===== src/rtl/obi_mem_responder.sv =====
// obi_mem_responder: OBI slave terminating a crossbar port onto a 1-cycle-read single-port SRAM.
//   clk_i, rst_ni        clock, async active-low reset
//   slave_req_i          OBI request  {req, we, be, addr, wdata}
//   slave_resp_o         OBI response {gnt, rvalid, rdata}
//   mem_*_o / mem_rdata_i SRAM strobe, write enable, byte enables, word address, write/read data
//   oor_o                pulse when an out-of-range request is granted
package obi_pkg;
    typedef struct packed {
        logic        req;
        logic        we;
        logic [3:0]  be;
        logic [31:0] addr;
        logic [31:0] wdata;
    } obi_req_t;
    typedef struct packed {
        logic        gnt;
        logic        rvalid;
        logic [31:0] rdata;
    } obi_resp_t;
endpackage

module obi_mem_responder
    import obi_pkg::*;
#(
    parameter int          MemWords    = 8192,
    parameter int          RespLatency = 1,
    parameter int          GntGap      = 0,
    parameter logic [31:0] ErrData     = 32'hBADCAB1E,
    localparam int         AW          = $clog2(MemWords)
) (
    input  logic          clk_i,
    input  logic          rst_ni,
    input  obi_req_t      slave_req_i,
    output obi_resp_t     slave_resp_o,
    output logic          mem_req_o,
    output logic          mem_we_o,
    output logic [3:0]    mem_be_o,
    output logic [AW-1:0] mem_addr_o,
    output logic [31:0]   mem_wdata_o,
    input  logic [31:0]   mem_rdata_i,
    output logic          oor_o
);
    logic [3:0]             r_gap;
    logic [RespLatency-1:0] r_v;
    logic                   r_we1;
    logic                   r_oor1;
    logic                   w_oor;
    logic                   w_gnt;
    logic                   w_mem;
    logic [31:0]            w_s1_data;
    logic [31:0]            w_out_data;
    logic                   w_unused;

    // byte offset within the word plays no role in a word-wide SRAM
    assign w_unused = ^slave_req_i.addr[1:0];

    assign w_oor = |slave_req_i.addr[31:AW+2];
    // gating with rst_ni keeps gnt low while reset is held
    assign w_gnt = rst_ni && slave_req_i.req && r_gap == 4'd0;
    assign w_mem = w_gnt && !w_oor;

    assign mem_req_o   = w_mem;
    assign mem_we_o    = w_mem && slave_req_i.we;
    assign mem_be_o    = w_mem ? slave_req_i.be : 4'd0;
    assign mem_addr_o  = w_mem ? slave_req_i.addr[AW+1:2] : '0;
    assign mem_wdata_o = w_mem ? slave_req_i.wdata : 32'd0;
    assign oor_o       = w_gnt && w_oor;

    always_ff @(posedge clk_i or negedge rst_ni) begin
        if (!rst_ni) begin
            r_gap  <= 4'd0;
            r_v    <= '0;
            r_we1  <= 1'b0;
            r_oor1 <= 1'b0;
        end else begin
            r_gap  <= w_gnt ? 4'(GntGap) : (r_gap != 4'd0 ? r_gap - 4'd1 : 4'd0);
            r_v    <= (r_v << 1) | RespLatency'(w_gnt);
            r_we1  <= slave_req_i.we;
            r_oor1 <= w_oor;
        end
    end

    // stage 1 data: SRAM read data arrives this cycle, so it is selected combinationally
    assign w_s1_data = r_we1 ? 32'd0 : (r_oor1 ? ErrData : mem_rdata_i);

    if (RespLatency == 1) begin : g_comb
        assign w_out_data = w_s1_data;
    end else begin : g_pipe
        logic [31:0] r_d [2:RespLatency];
        always_ff @(posedge clk_i or negedge rst_ni) begin
            if (!rst_ni) begin
                for (int i = 2; i <= RespLatency; i++) r_d[i] <= 32'd0;
            end else begin
                r_d[2] <= w_s1_data;
                for (int i = 3; i <= RespLatency; i++) r_d[i] <= r_d[i-1];
            end
        end
        assign w_out_data = r_d[RespLatency];
    end

    assign slave_resp_o.gnt    = w_gnt;
    assign slave_resp_o.rvalid = r_v[RespLatency-1];
    assign slave_resp_o.rdata  = r_v[RespLatency-1] ? w_out_data : 32'd0;
endmodule


===== config.mk =====
export PLATFORM = sky130hd
export DESIGN_NAME = obi_mem_responder
export DESIGN_NICKNAME = d
export VERILOG_FILES = /design/src/rtl/obi_mem_responder.sv
export SDC_FILE = /design/constraint.sdc
export NUM_CORES = 1
export LEC_CHECK = 0
export BUFFER_PORTS_ARGS = -buffer_cell sky130_fd_sc_hd__buf_2
export CORE_AREA = 2 2 73 75
export DETAILED_ROUTE_END_ITERATION = 10
export DIE_AREA = 0 0 75 77
export PLACE_DENSITY_LB_ADDON = 0.2
export SYNTH_ARGS = -nofsm -noshare
export SYNTH_HDL_FRONTEND = slang
export SYNTH_SLANG_ARGS = --single-unit

===== constraint.sdc =====
create_clock -name clk_i -period 1.95 [get_ports clk_i]
set_input_delay 0.0975 -clock clk_i [delete_from_list [all_inputs] [get_ports clk_i]]
set_output_delay 0.0975 -clock clk_i [all_outputs]
set_load 0.005 [all_outputs]

==> impl_metrics.toml, run 1 <==
[status]
status = "finished, final reports clean"

[synthesis]
syn-mean-instance-area_um2 = 7.15
synth_top_family_by_area = "simple AND/OR/NAND/NOR gates"
synth-edff-count = 0
synth_compound_area_share_pct = 1.37
synth-simple-area-share_pct = 61.1
synth_top_area_cell = "nor3_2"
synth_xor_area_share_pct = 0
ys_ff_latch = 7
yosys_warnings = 0
async_reset_ff_share_pct = 100
synth.top_cell.area_share_pct = 33.0
ys_top_cells_by_area = "nor3_2, inv_1, dfrtp_1, nor2_1, buf_6"
synth_mux_area_share_pct = 0
synth_fp_nets = 310
synth.yosys.seq_area_share_pct = 12.0
syn_area_um2 = 1460
synth_ff_type = "dfrtp_1"
yosys.area_share.adder_pct = 1.72
synth.distinct_cells = 25
postSynthCellCount = 204

[sta]
setup_tns_ns = 0
clock_skew_ns = 0.000808
layout_min_cycle_time_ns = 1.83
tightest_slew_ns = 0.542
hold_viol_final = 0
finalSetupViolations = 0
rsz0062_at_grt = "no"
report.final.slew_viol_count = 0
finalCritPeriodShare_pct = 94.0
worst_slack_ns = 0.116
timing.fmax_mhz = 545
relSlewSlack_pct = 63.8

[floorplan]
dieArea_um2 = 5780
row_count = 26
start_util_pct = 29.3
core-area_um2 = 4980
die_y_um = 77
io_pins = 190
chipWidth_um = 75

[global_route]
grt_pass1_vias = 1746
grt_util_all_layers_pct = 16.1
grt_max_degree = 29
grt_antenna_before_repair = 1
grt_pass1_wl_mm = 7.47
grt-ovfl-total = 0

[clock_network]
numCtsBuffers = 3
clockBufferDepth = 2
cts_root_buffer = "clkbuf_8"
insertion_delay_ns = 0.22
htree_levels = 1
clk_pin_slew_ns = 0.04
cts_tree = "built"
cts_num_sinks = 7

[worst_setup_path]
crit_family = "simple AND/OR/NAND/NOR gates"
crit_type = "flip-flop to primary output"
crit_path_top_delay_cell = "dfrtp_1"
cp_max_fo = 28
start_kind = "flip-flop"
critical_path_arrival_ns = 1.74
cp_num_buf_inv = 3
cpPeakStageDelay_ns = 0.40
cp-end-kind = "primary output"
crit_chain = "inv_2 -> ha_4 -> nor3b_4 -> nand4_4 -> buf_12 -> nor3_1 -> buf_2"
cp.required_ns = 1.85

[cells_and_area]
diodes = 0
nFillCells = 541
instances_no_fill = 457
syn_to_final_growth_pct = 71.4
final_layout_size_suffix_gt1_share_pct = 66.1
nets = 494

[route]
dr.pass1.iters = 3
top_layer_used = "met5"
routedWlPerCell_um = 10.7
vias = 1898
drtAntennaViolNets = 0
wl_met3_um = 622
drt_iter0_markers = 13
dr_wl_met2_mm = 2.46
met1_length_mm = 1.74
drt-total-wl_mm = 4.91
via_per_inst = 4.15
drc = 0

[power]
irDropWorstVdd_uv = 151
leakagePower_nw = 1.52
power.density_nw_per_um2 = 210
totalPowerFinal_uw = 525

[placement]
port_buffers = 187
dpl.hpwl_mm = 4.14
dp_slack_ns = 0.0996
dp.cells = 451
gp_congestion = 0.751

[hold_path]
hp-class = "input pin to flip-flop"

[flow_run]
max_cap_violations = 0
[cells by family (layout without fill, tap and decap cells)]
group,after synthesis,count (layout)
AND/OR/NAND/NOR,122,122
buffers and inverters,70,253
flip-flops,7,7
AO/OA/AOI/OAI,3,3
adder cells (fa/ha/maj),2,2
[synthesized netlist by cell type (all sizes together), types with 2 or more instances]
library cell,instances
and2,15
buf,13
clkbuf,4
dfrtp,7
ha,2
inv,53
nand2b,2
nand3,2
nor2,43
nor3,52
nor4,3
[flip-flops by register name (all words and copies together) (netlist names)]
name	flops
r_v	1
r_we1	1
r_oor1	1
r_gap	4
[power breakdown]
group	internal [mW]	switching (mW)	leakage (nW)
Combinational	0.102	0.0781	1.41
Sequential	0.148	0.000774	0.0892
Clock	0.141	0.0551	0.0228
Total	0.391	0.134	1.52
[cells in the final DEF, fill, tap and decap left out, drive strengths merged, types with 3 or more instances in the layout]
| master | n |
|---|---|
| and2 | 15 |
| buf | 195 |
| clkbuf | 4 |
| dfrtp | 7 |
| inv | 53 |
| nor2 | 43 |
| nor3 | 52 |
| nor4 | 3 |
[final timing paths]
path,from,to,slack (ns),depth (start not counted)
min,slave_req_i[68],r_we1,0.006,1
max,r_gap[0],mem_addr_o[12],0.12,7
max reg2reg,r_gap[0],r_v,0.67,5
max in group asynchronous,rst_ni,r_gap[1],1.53,2
min in group asynchronous,rst_ni,r_gap[3],0.26,2
min reg2reg,r_gap[0],r_gap[0],0.49,1
[metrics by stage]
| stage | util [%] | hold slack [ns] | instance area, um^2 |
|---|---|---|---|
| CTS | 49.5 | 0.00292 | 2460 |
| detailed placement | 47.9 | -0.0578 | 2390 |
| floorplan | - | -0.198 | 1460 |
| global placement | 47.9 | -0.0587 | 2390 |
| finish | 50.2 | 0.00586 | 2500 |
| global route | 50.2 | 0.000920 | 2500 |
[worst register-to-register path, cell delays in order (launching register included)]
cell and delay (ns):
dfrtp_1 0.40, inv_2 0.09, ha_4 0.14, nor3b_4 0.25, buf_4 0.16, and2_1 0.16
[routing by layer]
| layer | GRT usage [%] | vias up |
|---|---|---|
| met5 | 0 | - |
| met4 | 5.71 | 2 |
| met3 | 4.47 | 8 |
| met2 | 29.9 | 118 |
| met1 | 16.4 | 792 |
| li1 | - | 978 |
[repair_timing]
item	in CTS	in global routing
hold buffers	1	0
gates resized for setup	3	8
endpoints found under the setup margin	51	51
endpoints found under the hold margin	7	0
buffers inserted	1	0
[layout make-up]
class / instances / area (um^2) / share of cell area, %
Clock buffer: 4 / 45.0 / 1.80
Timing Repair Buffer: 196 / 1030 / 41.3
Inverter: 53 / 199 / 7.96
Multi-Input combinational cell: 127 / 961 / 38.5
Tap cell: 70 / 87.6 / 3.51
Sequential cell: 7 / 175 / 7.01
Power figures use the tool's default switching activity.
==> run 2, diff against run 1 <==
==> constraint.sdc (replaced) <==
create_clock -name clk_i -period 1.95 [get_ports clk_i]
set_input_delay 0.2925 -clock clk_i [delete_from_list [all_inputs] [get_ports clk_i]]
set_output_delay 0.2925 -clock clk_i [all_outputs]
set_load 0.005 [all_outputs]
==> run 2 against run 1 <==
Against the previous run:
- the run now ends with negative setup slack left
- combinational power is 4% higher
- clock power hardly changed
- sequential share of layout area is 0.46 points lower
- register-to-register slack worse by 0.03 ns
- largest cell class unchanged
==> impl_metrics.toml, run 2 (synthesis gave the netlist of run 1 again) <==
[cells_and_area]
nFillCells = 528
syn_to_final_growth_pct = 83.4
largest_reg_flops = 4
ff_latch_area_um2 = 175
mostFrequentLayoutCell = "buf_2"
final_layout_size_suffix_gt1_share_pct = 67.8
regMostFlops = "r_gap"
nets = 505
final_cell_mix = "buf_2, inv_1, nor2_1, nor3_2, and2_1"
multi_input_area_um2 = 1000
diodes = 0

[power]
leakagePower_nw = 1.64
irDropWorstVdd_uv = 144
power.density_nw_per_um2 = 200
totalPowerFinal_uw = 533

[route]
dr.pass1.iters = 4
drc = 0
routedWlPerCell_um = 10.9
via_per_inst = 4.12
vias = 1929
drtAntennaViolNets = 0
drt_iter0_markers = 57
drt-total-wl_mm = 5.10

[floorplan]
dieArea_um2 = 5780
core-area_um2 = 4980
chipWidth_um = 75
start_util_pct = 29.3
io_pins = 190
die_y_um = 77
row_count = 26

[clock_network]
clockBufferDepth = 2
insertion_delay_ns = 0.22
cts_num_sinks = 7
cts_root_buffer = "clkbuf_8"
clk_pin_slew_ns = 0.04
numCtsBuffers = 3
cts_tree = "built"
htree_levels = 1

[flow_run]
max_cap_violations = 0

[sta]
layout_min_cycle_time_ns = 2.08
setup_tns_ns = -2.91
hold_viol_final = 0
report.final.slew_viol_count = 0
hold_ws_ns = 0.199
relSlewSlack_pct = 67.1
rsz0062_at_grt = "yes"
finalSetupViolations = 42
worst_slack_ns = -0.126
timing.fmax_mhz = 482
clock_skew_ns = 0.000304
tightest_slew_ns = 0.491
finalCritPeriodShare_pct = 106

[worst_setup_path]
cp-startpoint = "r_gap[0]"
critical_path_arrival_ns = 1.78
cp.required_ns = 1.66
cp_max_fo = 7
r2r_start = "r_gap[0]"
cp-end-kind = "primary output"
crit_type = "flip-flop to primary output"
start_kind = "flip-flop"

[global_route]
grt_pass1_vias = 1758
grt-ovfl-total = 0
grt_antenna_before_repair = 0
grt_pass1_wl_mm = 7.85
grt_max_degree = 20
grt_util_all_layers_pct = 17.1

[hold_path]
hp-class = "input pin to flip-flop"
hp-start = "slave_req_i[68]"

[status]
status = "complete, but fails checks"
violations = "negative setup slack"

[placement]
gp_congestion = 0.718
dpl.hpwl_mm = 4.12
port_buffers = 187
[run 2: cell types whose count changed in the layout (fill, tap and decap cells not counted), moves of 2 or more]
cell    delta
nor3_2     -4
nor3_4     +5
buf_4      +6
buf_16     +3
buf_12     -2
buf_6      +3
[run 2: worst max-delay path: stages (launching register included)]
cell     delay, ns
dfrtp_1       0.39
inv_2         0.08
ha_4          0.13
nor3b_4       0.24
nand4_4       0.16
buf_8         0.19
buf_16        0.14
nor3_2        0.09
buf_2         0.13
[run 2: power by group]
group          total (mW)  switching, mW  internal [mW]
combinational       0.187         0.0817          0.105
sequential          0.149       0.000876          0.148
clock               0.198         0.0566          0.141
total               0.533          0.139          0.394
[run 2: path summary, 6_finish.rpt]
| path | cells past startpoint | end | slack (ns) |
|---|---|---|---|
| max | 8 | mem_wdata_o[7] | -0.13 |
| max reg2reg | 5 | r_gap[3] | 0.64 |
| min | 1 | r_we1 | 0.20 |
| max in group asynchronous | 3 | r_gap[0] | 1.31 |
| min reg2reg | 1 | r_gap[3] | 0.59 |
| min in group asynchronous | 3 | r_v | 0.52 |
[run 2: stage by stage]
stage	std cells	instance area, um^2	setup WS (ns)	util, %
after floorplan	204	1460	0.267	-
after global placement	453	2410	0.0602	48.5
after detailed placement	453	2410	0.00112	48.5
after CTS	470	2710	-0.131	54.3
after global routing	468	2670	-0.250	53.7
final	468	2670	-0.126	53.7
[run 2: routing by layer]
metal	global-route usage, %	wire, um
met5	0	0
met4	4.82	58
met3	2.89	573
met2	31.8	2640
met1	19.1	1830
[run 2: final cells by class]
cell class	instances	area share, %
Clock buffer	4	1.68
Inverter	53	7.44
Multi-Input combinational cell	127	37.4
Sequential cell	7	6.55
Tap cell	70	3.28
Timing Repair Buffer	207	43.7
[run 2: what timing repair did]
| item | CTS | global route |
|---|---|---|
| hold endpoints to repair | 7 | 0 |
| gates resized for setup | 19 | 6 |
| cloned | 4 | 0 |
| pin swaps | 2 | 3 |
| setup endpoints to repair | 52 | 52 |
| hold buffers | 1 | 0 |
| setup buffers | 8 | 2 |
